`src/rtl/i2s_rx_core.sv`:
```
// i2s_rx_core: I2S / left-justified serial audio receiver.
// bck, lrck and sdata arrive asynchronously. They are synchronised into clk,
// decoded into per-channel words, and paired left/right words are handed
// downstream on a valid/ready interface.
module i2s_rx_core #(
   parameter int   DATA_W      = 24,
   parameter int   MODE        = 0,
   parameter int   SYNC_STAGES = 2,
   parameter logic LEFT_LEVEL  = 1'b0
) (
   input  logic              clk,
   input  logic              reset,
   input  logic              enable,
   input  logic              bck,
   input  logic              lrck,
   input  logic              sdata,
   output logic [DATA_W-1:0] sample_left,
   output logic [DATA_W-1:0] sample_right,
   output logic              sample_valid,
   input  logic              sample_ready,
   output logic              overflow
);

   localparam int                CNT_W     = $clog2(DATA_W + 1);
   localparam logic [CNT_W-1:0]  CNT_MAX   = CNT_W'(DATA_W);
   localparam logic [CNT_W-1:0]  CNT_ONE   = CNT_W'(1);
   localparam logic [CNT_W-1:0]  CNT_ZERO  = {CNT_W{1'b0}};
   localparam logic [DATA_W-1:0] WORD_ZERO = {DATA_W{1'b0}};
   localparam logic [DATA_W-1:0] MSB_ONE   = {1'b1, {(DATA_W-1){1'b0}}};
   localparam logic [SYNC_STAGES-1:0] SYNC_ZERO = {SYNC_STAGES{1'b0}};
   // Left-justified: the MSB sits on the lrck edge itself.
   localparam logic              LJ_MODE   = (MODE == 1);

   // synchroniser chains and edge detection
   logic [SYNC_STAGES-1:0] bck_sync_r;
   logic [SYNC_STAGES-1:0] lrck_sync_r;
   logic [SYNC_STAGES-1:0] sdata_sync_r;
   logic                   bck_prev_r;
   logic                   lrck_prev_r;

   // slot capture state
   logic                   pending_start_r;
   logic                   slot_active_r;
   logic [DATA_W-1:0]      word_r;
   logic [CNT_W-1:0]       cnt_r;
   logic                   chan_left_r;

   // left word waiting for its right partner, and the output stage
   logic [DATA_W-1:0]      left_hold_r;
   logic                   left_hold_valid_r;
   logic [DATA_W-1:0]      sample_left_r;
   logic [DATA_W-1:0]      sample_right_r;
   logic                   sample_valid_r;
   logic                   overflow_r;

   logic bck_s;
   logic lrck_s;
   logic sdata_s;
   logic bck_rise_s;
   logic transition_s;
   logic slot_start_s;
   logic commit_s;
   logic commit_left_s;
   logic commit_right_s;
   logic pair_done_s;
   logic accept_s;

   // Decode bit-clock rises, channel transitions and slot boundaries.
   always_comb begin
      bck_s        = bck_sync_r[SYNC_STAGES-1];
      lrck_s       = lrck_sync_r[SYNC_STAGES-1];
      sdata_s      = sdata_sync_r[SYNC_STAGES-1];
      bck_rise_s   = bck_s & ~bck_prev_r;
      transition_s = bck_rise_s & (lrck_s != lrck_prev_r);
      if (LJ_MODE) begin
         slot_start_s = transition_s & enable;
      end else begin
         // I2S: the rise after the lrck change carries the new MSB.
         slot_start_s = bck_rise_s & pending_start_r & enable;
      end
      commit_s       = slot_start_s & slot_active_r;
      commit_left_s  = commit_s & chan_left_r;
      commit_right_s = commit_s & ~chan_left_r;
      pair_done_s    = commit_right_s & left_hold_valid_r;
      accept_s       = ~sample_valid_r | sample_ready;
   end

   // Synchronise the pins and track the previous bck and sampled lrck levels.
   always_ff @(posedge clk) begin
      if (reset) begin
         bck_sync_r   <= SYNC_ZERO;
         lrck_sync_r  <= SYNC_ZERO;
         sdata_sync_r <= SYNC_ZERO;
         bck_prev_r   <= 1'b0;
         lrck_prev_r  <= 1'b0;
      end else begin
         bck_sync_r   <= {bck_sync_r[SYNC_STAGES-2:0], bck};
         lrck_sync_r  <= {lrck_sync_r[SYNC_STAGES-2:0], lrck};
         sdata_sync_r <= {sdata_sync_r[SYNC_STAGES-2:0], sdata};
         bck_prev_r   <= bck_s;
         if (bck_rise_s) begin
            lrck_prev_r <= lrck_s;
         end
      end
   end

   // Shift serial bits MSB-first into the current slot word.
   always_ff @(posedge clk) begin
      if (reset) begin
         pending_start_r <= 1'b0;
         slot_active_r   <= 1'b0;
         word_r          <= WORD_ZERO;
         cnt_r           <= CNT_ZERO;
         chan_left_r     <= 1'b0;
      end else if (!enable) begin
         // Idle until a fresh slot start so no partial slot is ever committed.
         pending_start_r <= 1'b0;
         slot_active_r   <= 1'b0;
      end else if (bck_rise_s) begin
         pending_start_r <= transition_s & ~LJ_MODE;
         if (slot_start_s) begin
            word_r        <= sdata_s ? MSB_ONE : WORD_ZERO;
            cnt_r         <= CNT_ONE;
            chan_left_r   <= (lrck_s == LEFT_LEVEL);
            slot_active_r <= 1'b1;
         end else if (slot_active_r && (cnt_r < CNT_MAX)) begin
            // Word starts zeroed, so only one-bits need writing; bits past
            // DATA_W fall through this branch and are dropped.
            if (sdata_s) begin
               word_r <= word_r | (MSB_ONE >> cnt_r);
            end
            cnt_r <= cnt_r + CNT_ONE;
         end
      end
   end

   // Hold the committed left word until its right partner arrives.
   always_ff @(posedge clk) begin
      if (reset) begin
         left_hold_r       <= WORD_ZERO;
         left_hold_valid_r <= 1'b0;
      end else if (!enable) begin
         left_hold_valid_r <= 1'b0;
      end else if (commit_left_s) begin
         left_hold_r       <= word_r;
         left_hold_valid_r <= 1'b1;
      end else if (commit_right_s) begin
         left_hold_valid_r <= 1'b0;
      end
   end

   // Output register with valid/ready handshake and overflow on a dropped pair.
   always_ff @(posedge clk) begin
      if (reset) begin
         sample_left_r  <= WORD_ZERO;
         sample_right_r <= WORD_ZERO;
         sample_valid_r <= 1'b0;
         overflow_r     <= 1'b0;
      end else if (pair_done_s && accept_s) begin
         sample_left_r  <= left_hold_r;
         sample_right_r <= word_r;
         sample_valid_r <= 1'b1;
         overflow_r     <= 1'b0;
      end else if (pair_done_s) begin
         // Consumer still owns the old pair: keep it stable, drop the new one.
         overflow_r <= 1'b1;
      end else begin
         overflow_r <= 1'b0;
         if (sample_valid_r && sample_ready) begin
            sample_valid_r <= 1'b0;
         end
      end
   end

   assign sample_left  = sample_left_r;
   assign sample_right = sample_right_r;
   assign sample_valid = sample_valid_r;
   assign overflow     = overflow_r;

endmodule
```
`config.mk`:
```
export PLATFORM = sky130hd
export DESIGN_NAME = i2s_rx_core
export DESIGN_NICKNAME = d
export VERILOG_FILES = /design/src/rtl/i2s_rx_core.sv
export SDC_FILE = /design/constraint.sdc
export NUM_CORES = 1
export LEC_CHECK = 0
export CORE_MARGIN = 1.5
export CORE_UTILIZATION = 49
export DETAILED_ROUTE_END_ITERATION = 10
export PLACE_DENSITY = 0.84
export SETUP_SLACK_MARGIN = 0.4
export SYNTH_ARGS = -nofsm -noshare
export SYNTH_HDL_FRONTEND = slang
export SYNTH_SLANG_ARGS = --single-unit
export TNS_END_PERCENT = 20
```
`constraint.sdc`:
```
create_clock -name clk -period 1.5 [get_ports clk]
set_input_delay 0.375 -clock clk [delete_from_list [all_inputs] [get_ports clk]]
set_output_delay 0.375 -clock clk [all_outputs]
set_load 0.05 [all_outputs]
```
# [Word-level counts from Yosys, hierarchy flattened]
# Cells that the tools add are included.
[totals] output_inout_bits=50 mem_count=0 ramBits=0 latch_bits=0 reg_bits=115 in_bits=7 romBits=0 wordCells=63
[classes] muxes=12 eq_ne=2 n_addsub=1 magnitude_cmp=1 bitwise_logic=15 mul=0 shift=1 reduce_logical=15 div_mod_pow=0
[op_table] operator="two-way mux 24 bit" count=4
[op_table] operator="OR 24 bit" count=1
[op_table] operator="right shift 24 x 5 -> 24 bit, first input constant" count=1
[op_table] operator="two-way mux 5 bit" count=2
[op_table] operator="AND 1 bit" count=8
[op_table] operator="nonzero test 2 bit" count=4
[op_table] operator="two-way mux 1 bit" count=6
[op_table] operator="AND reduction 2 bit" count=3
[op_table] operator="AND reduction 3 bit" count=2
[op_table] operator="adder 5 x 1 -> 5 bit, second input constant" count=1
[op_table] operator="< comparator 5 bit, second input constant" count=1
[op_table] operator="NOT 1 bit" count=5
[op_table] operator="AND reduction 4 bit" count=1
[op_table] operator="OR reduction 2 bit" count=2
[op_table] operator="logical AND 1 bit" count=3
[op_table] operator="!= test 2 x 1 -> 1 bit, second input constant" count=1
[op_table] operator="!= test 1 bit" count=1
[op_table] operator="OR 1 bit" count=1

# [Depth between registers and ports, before layout]
[depth] word_depth=10 mapped_depth=6 mapped_depth_nobuf=5

# [Worst setup path before layout]
# Ideal clock, no wire load.
[synth_timing] kind="reg-to-reg" startpoint="reg sample_valid_r (netlist: sample_valid)" endpoint="reg sample_left_r[1] (netlist: sample_left[1])" path_buffers=2 period_less_slack_ns=1.779 setup_time_ns=0.116 slack_ns=-0.279 required_ns=1.384 stages_incl_launch_ff=6 arrival_ns=1.663 cell_sequence="dfxtp_1 > nor2b_1 > buf_2 > clkbuf_1 > nor4_1 > a31o_2"
[synth_via] elab_chain_cells=3
[synth_lines] element="start, declared" line_no="53" rtl="logic sample_valid_r;"
[synth_lines] element="start signal, assigned" line_no="157" rtl="sample_valid_r <= 1'b0;"
[synth_lines] element="start signal, assigned" line_no="162" rtl="sample_valid_r <= 1'b1;"
[synth_lines] element="start signal, assigned" line_no="170" rtl="sample_valid_r <= 1'b0;"
[synth_lines] element="NOT 1 bit" line_no="85" rtl="accept_s = ~sample_valid_r | sample_ready;"
[synth_lines] element="OR 1 bit" line_no="85"
[synth_lines] element="logical AND 1 bit" line_no="159" rtl="end else if (pair_done_s && accept_s) begin"
[synth_lines] element="end signal, assigned" line_no="160" rtl="sample_left_r <= left_hold_r;"
[synth_lines] element="end, declared" line_no="51" rtl="logic [DATA_W-1:0] sample_left_r;"
# No other way between the ends.
# A chain may end at the register's enable or synchronous reset.

# [Worst setup path after layout]
[layout_timing] startpoint="reg chan_left_r" endpoint="reg sample_right_r[13] (netlist: sample_right[13])"
[layout_via] elab_chain_cells=4
[layout_lines] element="start, declared" line_no="46" rtl="logic chan_left_r;"
[layout_lines] element="start signal, assigned" line_no="124" rtl="chan_left_r <= (lrck_s == LEFT_LEVEL);"
[layout_lines] element="NOT 1 bit" line_no="83" rtl="commit_right_s = commit_s & ~chan_left_r;"
[layout_lines] element="AND 1 bit" line_no="83"
[layout_lines] element="AND 1 bit" line_no="84" rtl="pair_done_s = commit_right_s & left_hold_valid_r;"
[layout_lines] element="logical AND 1 bit" line_no="159"
[layout_lines] element="end signal, assigned" line_no="161" rtl="sample_right_r <= word_r;"
[layout_lines] element="end, declared" line_no="52" rtl="logic [DATA_W-1:0] sample_right_r;"
# No other way between the ends.

==> metrics <==
outcome complete, but fails checks; failing checks DRC, setup timing; skew final a little over 0.009 ns; Initial Util 0.514; Core ar. around 8800 µm²; syn nets between 400 and 500; CTS tree done; top post-synthesis cells by area dfxtp_1 51%, nand2b_1 6.7%, nor4_1 6.7%, mux2i_1 5.7%, a31o_2 5.4%; crit path kind flip-flop to flip-flop; Setup Viol. Count Final 98; Critical Path AT 2.23 ns; Worst-path clk slew 0.06 ns; number of synthesized flops with an enable pin 0; Nets around 580; Rows 34; CTS Hold Bufs 0; Post-Synth Simple-Gate Area 0.216; end of the worst hold path bck_sync_r[0]; area share of fa/ha/maj cells after synthesis 0.0165; first-pass GRT wire length ~27000 µm; largest family of logic cells by synthesized area simple AND/OR/NAND/NOR gates; post-synth top area share 0.506; io pins 57; mux contribution to synthesized area 0.0572; Worst R2R Start chan_left_r; Die Ht 99.4 µm; sequential-to-total area share from yosys stat 0.506; area grow syn2layout 70.1%; DR DRC count 1; Hold Path Depth 2; Worst-Margin Slew 0.574 ns; Lkg Pwr 2.83 nW; ys flop type dfxtp_1; antenna violations before repair 0; most instantiated library cell after synthesis dfxtp_1; crit path max fanout 17; Synth Area in Compound Gates 0.152; top post-synthesis cells by count 115 x dfxtp_1, 49 x nand2b_1, 49 x nor4_1; mean area per synthesized cell 10.2 µm²; Peak Freq roughly 570 MHz; Syn Inst Count ~450; slew margin rel. 0.614; Final Cycle Share 1.17; maxcap violations 0; CP Capture Type flip-flop; CP Launch Type flip-flop; antenna fix cells 0; flop and latch count out of synthesis between 100 and 150; Max Slew Vio Count 0; DR iter-0 viols between 500 and 600; vias in the first global route approximately 4600; IO Port Bufs between 50 and 60; Filler cells approximately 320; clock buffer count from CTS 17; Skew-Pair Late Insertion Delay approximately 0.54 ns; Critical Path RT slightly below 2 ns; Root Buffer clkbuf_8; TritonRoute pass-1 iters 10; FF-to-FF End sample_right[13]; Syn. warnings 0; Final Hold Fails 0; dpl ws -0.566 ns; die width 99.4 µm; maximum vdd drop around 0.8 mV; Final ANT Viol Nets 0; Vias between 4000 and 5000; reg2reg setup slack -0.25 ns; RSZ-0062 raised after global routing yes; gr usage total 0.363; post-DR wirelength/cell a little over 30 µm; Worst Min Path Start bck; fin crit period between 1.5 and 2 ns; r2r worst-path depth 5; die area 9880 µm²; H-Tree Depth 4; Synth async-reset ratio 0; Hold Path Class input port to flip-flop; Final WS setup -0.255 ns; WL final approximately 21000 µm; Tot Pwr about 7.9 mW; DP HPWL between 7000 and 8000 µm; Post-Synth XOR/XNOR Area 0.00192; largest net degree at the start of global routing between 50 and 60; GRT overflow 0; Post-Syn Area ~4600 µm²; cell taking the most area after synthesis dfxtp_1; Pwr Density between 1000 and 1500 nW/µm²; Unique masters post-synth 36; routability cong. 0.898; CTS sink cnt 115; worst-case clock buffer depth 2; vias per inst slightly above 7; share of layout cells above drive strength 1 0.538
## timing repair
action | 4_1_cts | 5_1_grt
cloned | 4 | 6
buffers inserted | 5 | 0
endpoints found under the setup margin | 157 | 158
pin swaps | 34 | 16
resized for setup | 97 | 62
## routing by layer
metal	global-route usage	vias up	routed length [µm]
li1	-	1911	-
met5	0	-	30
met3	0.103	190	2390
met2	0.591	512	9790
met4	0.232	2	1880
met1	0.420	2331	7360
## critical path, stage by stage (launching register included)
cell      delay (ns)
dfxtp_1         0.32
nand3b_1        0.22
buf_4           0.22
buf_4           0.26
nor4_1          0.49
a31o_2          0.17
## how the worst max path moves through the flow
stage,endpoint,slack [ns],cells past startpoint,start
after CTS,left_hold_r[7],-0.03,6,bck_prev_r
after detailed placement,left_hold_r[14],-0.57,6,enable
after floorplan,sample_left[10],0.006,5,bck_prev_r
after global placement,sample_left[12],-0.49,6,enable
final,sample_right[13],-0.25,5,chan_left_r
after global routing,sample_right[19],-0.27,5,chan_left_r
## flip-flops by register name, indices dropped and copies added (netlist names), 2 cells and up
register and cells:
bck_sync_r 2, sample_right 24, lrck_sync_r 2, left_hold_r 24, word_r 24, sample_left 24
sdata_sync_r 2, cnt_r 5
## stage by stage
stage / TNS [ns] / area, µm² / utilization / cells / hold slack, ns
detailed placement: -51.33 / 6220 / 0.703 / 645 / 0.427
finish: -8.43 / 7740 / 0.875 / 692 / 0.398
global placement: -47.20 / 6220 / 0.703 / 645 / 0.422
CTS: -0.244 / 7320 / 0.827 / 686 / 0.388
global route: -9.88 / 7740 / 0.875 / 692 / 0.415
floorplan: 0 / 4580 / - / 448 / 0.414
## where the power goes
group | internal [mW] | switching [mW] | leakage (nW)
logic | 0.0737 | 0.101 | 1.53
clock network | 3.14 | 1.56 | 0.333
registers | 3.04 | 0.00871 | 0.959
## kinds of logic after synthesis
| family | after synthesis |
|---|---|
| xor+xnor | 1 |
| compound gates | 86 |
| flops | 115 |
| simple gates | 163 |
| fa+ha+maj | 6 |
| buf+inv | 51 |
| mux | 26 |
## layout by cell type, fill, tap and decap left out, drive strengths merged, types with 3 or more instances in the layout
master         synthesis  final
buf                   12    140
dfxtp                115    115
nand2b                49     49
nor4                  49     49
a31o                  48     48
nor2                  29     29
mux2i                 26     26
clkbuf                33     26
a41oi                 15     15
nor2b                 10     10
a31oi                  9      9
a21oi                  7      7
inv                    6      6
ha                     6      6
bufinv                 0      5
and3b                  4      4
clkinv                 0      4
clkdlybuf4s50          0      4
and2                   3      3
and4b                  3      3
a211oi                 3      3
## final cells by class
| type | instances | area (µm²) | share of cell area |
|---|---|---|---|
| tap | 108 | 135 | 0.0175 |
| sequential | 115 | 2400 | 0.310 |
| multi-input combinational | 282 | 2500 | 0.323 |
| inverter | 6 | 22.5 | 0.00291 |
| clock inverter | 9 | 170 | 0.0220 |
| clock buffer | 23 | 498 | 0.0643 |
| timing repair buffer | 149 | 2020 | 0.260 |
Note: power is estimated with default switching activity, not from simulation.
